$ cat config.mk
export PLATFORM = sky130hd
export DESIGN_NAME = key_loader
export DESIGN_NICKNAME = d
export VERILOG_FILES = /design/src/rtl/des_key_pkg.sv /design/src/rtl/key_byte_shift.sv /design/src/rtl/key_loader.sv
export SDC_FILE = /design/constraint.sdc
export NUM_CORES = 1
export LEC_CHECK = 0
export CORE_ASPECT_RATIO = 1.25
export CORE_MARGIN = 4
export CORE_UTILIZATION = 53
export CTS_CLUSTER_SIZE = 30
export DETAILED_ROUTE_END_ITERATION = 8
export PLACE_DENSITY = 0.8
export SYNTH_ARGS = -nofsm -noshare
export SYNTH_HDL_FRONTEND = slang
export SYNTH_SLANG_ARGS = --single-unit
$ cat constraint.sdc
create_clock -name clk -period 2.4 [get_ports clk]
set_clock_uncertainty 0.2 [all_clocks]
set_input_delay 0.24 -clock clk [delete_from_list [all_inputs] [get_ports clk]]
set_output_delay 0.24 -clock clk [all_outputs]
set_load 0.005 [all_outputs]
$ cat src/rtl/des_key_pkg.sv
// Shared types and constants for the Triple-DES key loading path.
//   des_key_t        : one 64-bit DES key
//   key_load_state_t : key loader frame states
//   KEY_BYTES        : bytes per DES key
//   byte_odd()       : DES odd-parity test for one key byte
package des_key_pkg;

  typedef logic [63:0] des_key_t;

  typedef enum logic [1:0] {
    IDLE = 2'd0,
    LOAD = 2'd1,
    DONE = 2'd2,
    ERR  = 2'd3
  } key_load_state_t;

  localparam int KEY_BYTES = 8;

  function automatic logic byte_odd(input logic [7:0] b);
    return ^b;
  endfunction

endpackage

$ cat src/rtl/key_byte_shift.sv
// Byte assembly stage for one DES key.
//   clk, n_rst   : clock, asynchronous active-low reset
//   clr          : discard any partial key (frame start/abort)
//   shift_en     : accept rx_data as the next key byte
//   rx_data      : incoming byte, MSB byte of the key first
//   key_word     : previous 7 bytes plus rx_data, i.e. the full key on the last byte
//   last_byte    : shift_en on the 8th byte of a key
//   key_par_fail : some byte of the key so far (including rx_data) had even parity
module key_byte_shift
  import des_key_pkg::*;
#(
  parameter bit CHECK_PARITY = 1'b1
) (
  input  logic       clk,
  input  logic       n_rst,
  input  logic       clr,
  input  logic       shift_en,
  input  logic [7:0] rx_data,
  output des_key_t   key_word,
  output logic       last_byte,
  output logic       key_par_fail
);

  // Only the 7 most recent bytes are ever read: the commit word is built
  // from them plus the byte arriving on the same cycle.
  logic [55:0] shreg_q, shreg_d;
  logic [2:0]  byte_cnt_q, byte_cnt_d;
  logic        par_acc_q, par_acc_d;
  logic        byte_bad;

  assign byte_bad     = CHECK_PARITY && !byte_odd(rx_data);
  assign key_word     = {shreg_q, rx_data};
  assign last_byte    = shift_en && (byte_cnt_q == 3'(KEY_BYTES - 1));
  assign key_par_fail = par_acc_q | byte_bad;

  always_comb begin
    shreg_d    = shreg_q;
    byte_cnt_d = byte_cnt_q;
    par_acc_d  = par_acc_q;
    if (clr) begin
      byte_cnt_d = 3'd0;
      par_acc_d  = 1'b0;
    end else if (shift_en) begin
      shreg_d    = key_word[55:0];
      byte_cnt_d = byte_cnt_q + 3'd1;
      // each key carries its own parity verdict
      par_acc_d  = last_byte ? 1'b0 : (par_acc_q | byte_bad);
    end
  end

  always_ff @(posedge clk or negedge n_rst) begin
    if (!n_rst) begin
      shreg_q    <= '0;
      byte_cnt_q <= '0;
      par_acc_q  <= 1'b0;
    end else begin
      shreg_q    <= shreg_d;
      byte_cnt_q <= byte_cnt_d;
      par_acc_q  <= par_acc_d;
    end
  end

endmodule

$ cat src/rtl/key_loader.sv
// Assembles NUM_KEYS DES keys from the I2C receive byte stream and loads
// them one by one into the key holders over a shared bus.
//   clk, n_rst : clock, asynchronous active-low reset
//   start      : pulse, new key-load frame
//   abort      : pulse, frame cancelled
//   rx_data    : received byte, qualified by rx_valid
//   key_data   : last committed key (registered, held between commits)
//   key_en     : one-hot, one-cycle load strobe for key holder i
//   key_ready  : all keys of the current frame committed
//   parity_err : sticky, parity failure in the current frame
//   overrun    : sticky, byte received after the frame ended
//
// state | meaning
// IDLE  | no frame open, bytes ignored
// LOAD  | collecting key bytes
// DONE  | all keys committed, further bytes are overrun
// ERR   | parity failure, waiting for start; further bytes are overrun
module key_loader
  import des_key_pkg::*;
#(
  parameter int NUM_KEYS     = 3,
  parameter bit CHECK_PARITY = 1'b1
) (
  input  logic                clk,
  input  logic                n_rst,
  input  logic                start,
  input  logic                abort,
  input  logic [7:0]          rx_data,
  input  logic                rx_valid,
  output logic [63:0]         key_data,
  output logic [NUM_KEYS-1:0] key_en,
  output logic                key_ready,
  output logic                parity_err,
  output logic                overrun
);

  key_load_state_t     state_q, state_d;
  logic [1:0]          key_idx_q, key_idx_d;
  des_key_t            key_data_q, key_data_d;
  logic [NUM_KEYS-1:0] key_en_q, key_en_d;
  logic                key_ready_q, key_ready_d;
  logic                parity_err_q, parity_err_d;
  logic                overrun_q, overrun_d;

  logic     shift_en;
  logic     clr;
  des_key_t key_word;
  logic     last_byte;
  logic     key_par_fail;

  // start/abort take the cycle; a byte arriving with them is dropped
  assign clr      = start | abort;
  assign shift_en = (state_q == LOAD) && rx_valid && !clr;

  key_byte_shift #(
    .CHECK_PARITY(CHECK_PARITY)
  ) u_shift (
    .clk          (clk),
    .n_rst        (n_rst),
    .clr          (clr),
    .shift_en     (shift_en),
    .rx_data      (rx_data),
    .key_word     (key_word),
    .last_byte    (last_byte),
    .key_par_fail (key_par_fail)
  );

  always_comb begin
    state_d      = state_q;
    key_idx_d    = key_idx_q;
    key_data_d   = key_data_q;
    key_en_d     = '0;
    key_ready_d  = key_ready_q;
    parity_err_d = parity_err_q;
    overrun_d    = overrun_q;

    if (start) begin
      state_d      = LOAD;
      key_idx_d    = 2'd0;
      key_ready_d  = 1'b0;
      parity_err_d = 1'b0;
      overrun_d    = 1'b0;
    end else if (abort) begin
      state_d     = IDLE;
      key_idx_d   = 2'd0;
      key_ready_d = 1'b0;
    end else begin
      case (state_q)
        LOAD: begin
          if (last_byte) begin
            if (key_par_fail) begin
              parity_err_d = 1'b1;
              state_d      = ERR;
            end else begin
              key_data_d = key_word;
              for (int i = 0; i < NUM_KEYS; i++) begin
                key_en_d[i] = (key_idx_q == 2'(i));
              end
              key_idx_d = key_idx_q + 2'd1;
              if (key_idx_q == 2'(NUM_KEYS - 1)) begin
                key_ready_d = 1'b1;
                state_d     = DONE;
              end
            end
          end
        end
        DONE, ERR: begin
          if (rx_valid) overrun_d = 1'b1;
        end
        default: ;
      endcase
    end
  end

  always_ff @(posedge clk or negedge n_rst) begin
    if (!n_rst) begin
      state_q      <= IDLE;
      key_idx_q    <= '0;
      key_data_q   <= '0;
      key_en_q     <= '0;
      key_ready_q  <= 1'b0;
      parity_err_q <= 1'b0;
      overrun_q    <= 1'b0;
    end else begin
      state_q      <= state_d;
      key_idx_q    <= key_idx_d;
      key_data_q   <= key_data_d;
      key_en_q     <= key_en_d;
      key_ready_q  <= key_ready_d;
      parity_err_q <= parity_err_d;
      overrun_q    <= overrun_d;
    end
  end

  assign key_data   = key_data_q;
  assign key_en     = key_en_q;
  assign key_ready  = key_ready_q;
  assign parity_err = parity_err_q;
  assign overrun    = overrun_q;

endmodule

==> key figures <==
Outcome
  • Result of the run: finished clean

Clock tree
  • CTS Buffer Depth: 2
  • Clock network latency to the later pin of the worst-skew pair: about 420 ps
  • Count of H-tree levels built during CTS: 4
  • CTS buffer count: 17
  • Root buf cell: sky130_fd_sc_hd__clkbuf_16
  • Clock net sink count: 134
  • TritonCTS clock tree: done
  • Clock transition at the registers of the reported paths: 60 ps

STA
  • Relative slew slack: 0.658
  • Highest attainable clock frequency: about 0.46 GHz
  • Number of failing setup endpoints in the final timing report: 0
  • Total negative setup slack: 0 ps
  • Final count of pins violating max slew: 0
  • Number of hold violations in the final report: 0
  • Part of the cycle the worst path needs: 0.907
  • Unrepaired setup endpoints after global routing: no
  • Final min period: 2180 ps
  • Actual transition at the worst max-transition pin: 513 ps

Logic synthesis
  • Yosys warns: 0
  • Count of unique library cells instantiated by Yosys: 26
  • Mapped cell area: 0.00519 mm^2
  • Mean instance size in the synthesized netlist: 16.0 um^2
  • Syn nets: 342
  • Number of register bits inferred by synthesis: between 100 and 150
  • Number of instances in the synthesized netlist: 324
  • Sequential share of the synthesized area: 0.647

Global routing
  • Antenna violations before repair: 0
  • GRT overflow: 0
  • GR Util All Layers: 0.194
  • Via count of the first global-routing pass: ~3200
  • Largest net degree at the start of global routing: between 50 and 60
  • Wire length of the first global-routing pass: between 15 and 20 mm

Drt
  • Per-cell via count in the routed design: 5.20
  • Number of vias after detailed routing: about 3000
  • Routed Wire Length: 9.95 mm
  • Post-detailed-route DRC marker count: 0
  • Number of detailed-routing iterations run before antenna repair: 4
  • Detail Route Antenna Nets: 0
  • Average routed wire per standard cell: 17.3 um
  • Initial DRC count: 119

Floorplanning
  • Width of the die: 96.5 um
  • DIE HEIGHT: 119 um
  • Die area: between 0.01 and 0.015 mm^2
  • Num rows: 40
  • Core region area: 0.00961 mm^2
  • Initial Util: 0.540
  • I/O pin cnt: 83

Finish
  • Net count, final: 453
  • Post-layout instance count excluding filler cells: 574
  • Antenna diode instance count: 0
  • P&R area growth vs syn: 33.5%
  • Leading cell type in the layout, fill and taps excluded: sky130_fd_sc_hd__dfrtp_1
  • Most used cells in the layout excluding fill and tap cells: sky130_fd_sc_hd__dfrtp_1 (134), sky130_fd_sc_hd__mux2_2 (121), sky130_fd_sc_hd__clkdlybuf4s50_1 (81), sky130_fd_sc_hd__buf_4 (20), sky130_fd_sc_hd__clkbuf_16 (17)
  • Util after Layout: 0.720
  • Proportion of layout cells with a drive suffix above 1: 0.393

Placement
  • Placed cells: 541
  • Total half-perimeter wirelength after legalization and detailed placement: 6.29 mm
  • Gpl congestion: 0.805
  • Count of input and output buffers: 82

Setup path
  • Critical Path Start Type: register
  • Worst endpoint data arrival time: 2270 ps
  • Worst-case reg-to-reg path depth: 6
  • Endpoint type of the worst setup path: register
  • Crit Reg-Reg Startpoint: state_q[1]$_DFFE_PN0P_
  • Required time of the critical path: 2490 ps
  • Reg2Reg Capture Point: key_data[55]$_DFFE_PN0P_
  • Crit-path max FO: 18
  • Reg2Reg Setup Slack: 220 ps
  • Type of the worst setup path: register to register

Flow run
  • MaxCap Viol Count: 0

Power and ir drop
  • Power density over cell area: 889 mW/mm^2
  • Leak Pwr: 3.24 nW
  • Peak supply drop: 0.568 mV

Worst hold path
  • Path type of the worst min-delay path: input pin to asynchronous set/reset pin
-- logic make-up after synthesis --
group           after synthesis  share of synthesized area
flops                       134                      0.647
mux                         123                      0.267
simple gates                 26                     0.0261
buf+inv                      18                     0.0217
compound gates               10                     0.0135
xor+xnor                      8                     0.0135
fa+ha+maj                     5                     0.0121
-- critical path, cell delays in order (launching register included) --
cell and delay, ps:
sky130_fd_sc_hd__dfrtp_1 420, sky130_fd_sc_hd__nor2b_1 190, sky130_fd_sc_hd__and3b_2 240, sky130_fd_sc_hd__nand2_1 100
sky130_fd_sc_hd__nor3_4 210, sky130_fd_sc_hd__buf_4 300, sky130_fd_sc_hd__mux2_2 380
-- what timing repair did --
item                       4_1_cts  5_1_grt
hold buffers                     1        0
buffers inserted                 0        0
hold endpoints to repair        54        0
resized for setup                0        0
setup endpoints to repair        0        0
-- registers in the layout (all words and copies together), names as in the netlist --
name	flops
u_shift.shreg_q	56
u_shift.byte_cnt_q	3
overrun	1
state_q	2
parity_err	1
key_en	3
key_idx_q	2
key_data	64
u_shift.par_acc_q	1
key_ready	1
-- cells in the mapped netlist, drive strengths merged --
library cell / instances / area share
a21oi: 3 / 0.0029
clkbuf: 3 / 0.0022
mux2i: 2 / 0.0039
nand3: 1 / 0.00096
and2: 4 / 0.0048
mux2: 121 / 0.26
o22ai: 1 / 0.0012
a211oi: 1 / 0.0014
and3b: 1 / 0.0017
o311ai: 1 / 0.0017
or2: 1 / 0.0012
inv: 4 / 0.0029
nor2: 10 / 0.0072
nor2b: 2 / 0.0024
nor3b: 2 / 0.0029
a31oi: 1 / 0.0012
dfrtp: 134 / 0.65
o41ai: 1 / 0.0017
nor3: 1 / 0.0019
a22o: 1 / 0.0017
ha: 5 / 0.012
nand2: 4 / 0.0029
xnor2: 8 / 0.014
buf: 11 / 0.017
a41oi: 1 / 0.0017
-- final cells by class --
class | count | area (um^2)
Multi-Input combinational cell | 172 | 1730
Clock buffer | 24 | 482
Inverter | 4 | 15.0
Clock inverter | 8 | 145
Tap cell | 126 | 158
Timing Repair Buffer | 106 | 1040
Fill cell | 630 | 2690
Sequential cell | 134 | 3350
-- through the flow --
stage / hold slack (ps) / power, mW / worst slack [ps] / cell area, um^2
6_report: 143 / 6.15 / 223 / 6920
5_1_grt: 199 / 6.42 / 142 / 6920
4_1_cts: 162 / 6.21 / 223 / 6920
3_5_place_dp: 39.7 / 3.44 / -171 / 6290
3_3_place_gp: 33.4 / 3.39 / -138 / 6290
2_1_floorplan: -256 / 3.17 / 441 / 5190
-- worst max-delay path by stage --
stage                           startpoint  depth (start not counted)                               to
global placement                rx_data[6]                          7         key_data[54]$_DFFE_PN0P_
floorplan           state_q[1]$_DFFE_PN0P_                          5  u_shift.shreg_q[15]$_DFFE_PN0P_
detailed placement              rx_data[6]                          7         key_data[54]$_DFFE_PN0P_
finish              state_q[1]$_DFFE_PN0P_                          6         key_data[55]$_DFFE_PN0P_
CTS                 state_q[1]$_DFFE_PN0P_                          6         key_data[55]$_DFFE_PN0P_
global route        state_q[1]$_DFFE_PN0P_                          6         key_data[55]$_DFFE_PN0P_
-- report_power, final --
part / internal (mW) / switching, mW
logic: 0.333 / 0.196
registers: 2.61 / 0.277
clock network: 1.82 / 0.921
-- metal layers --
metal | GRT usage | wire length (um)
met5 | 0 | 0
met1 | 0.248 | 4200
met2 | 0.301 | 5070
met4 | 0.0623 | 125
met3 | 0.0783 | 555
Note: power is estimated with default switching activity, not from simulation.
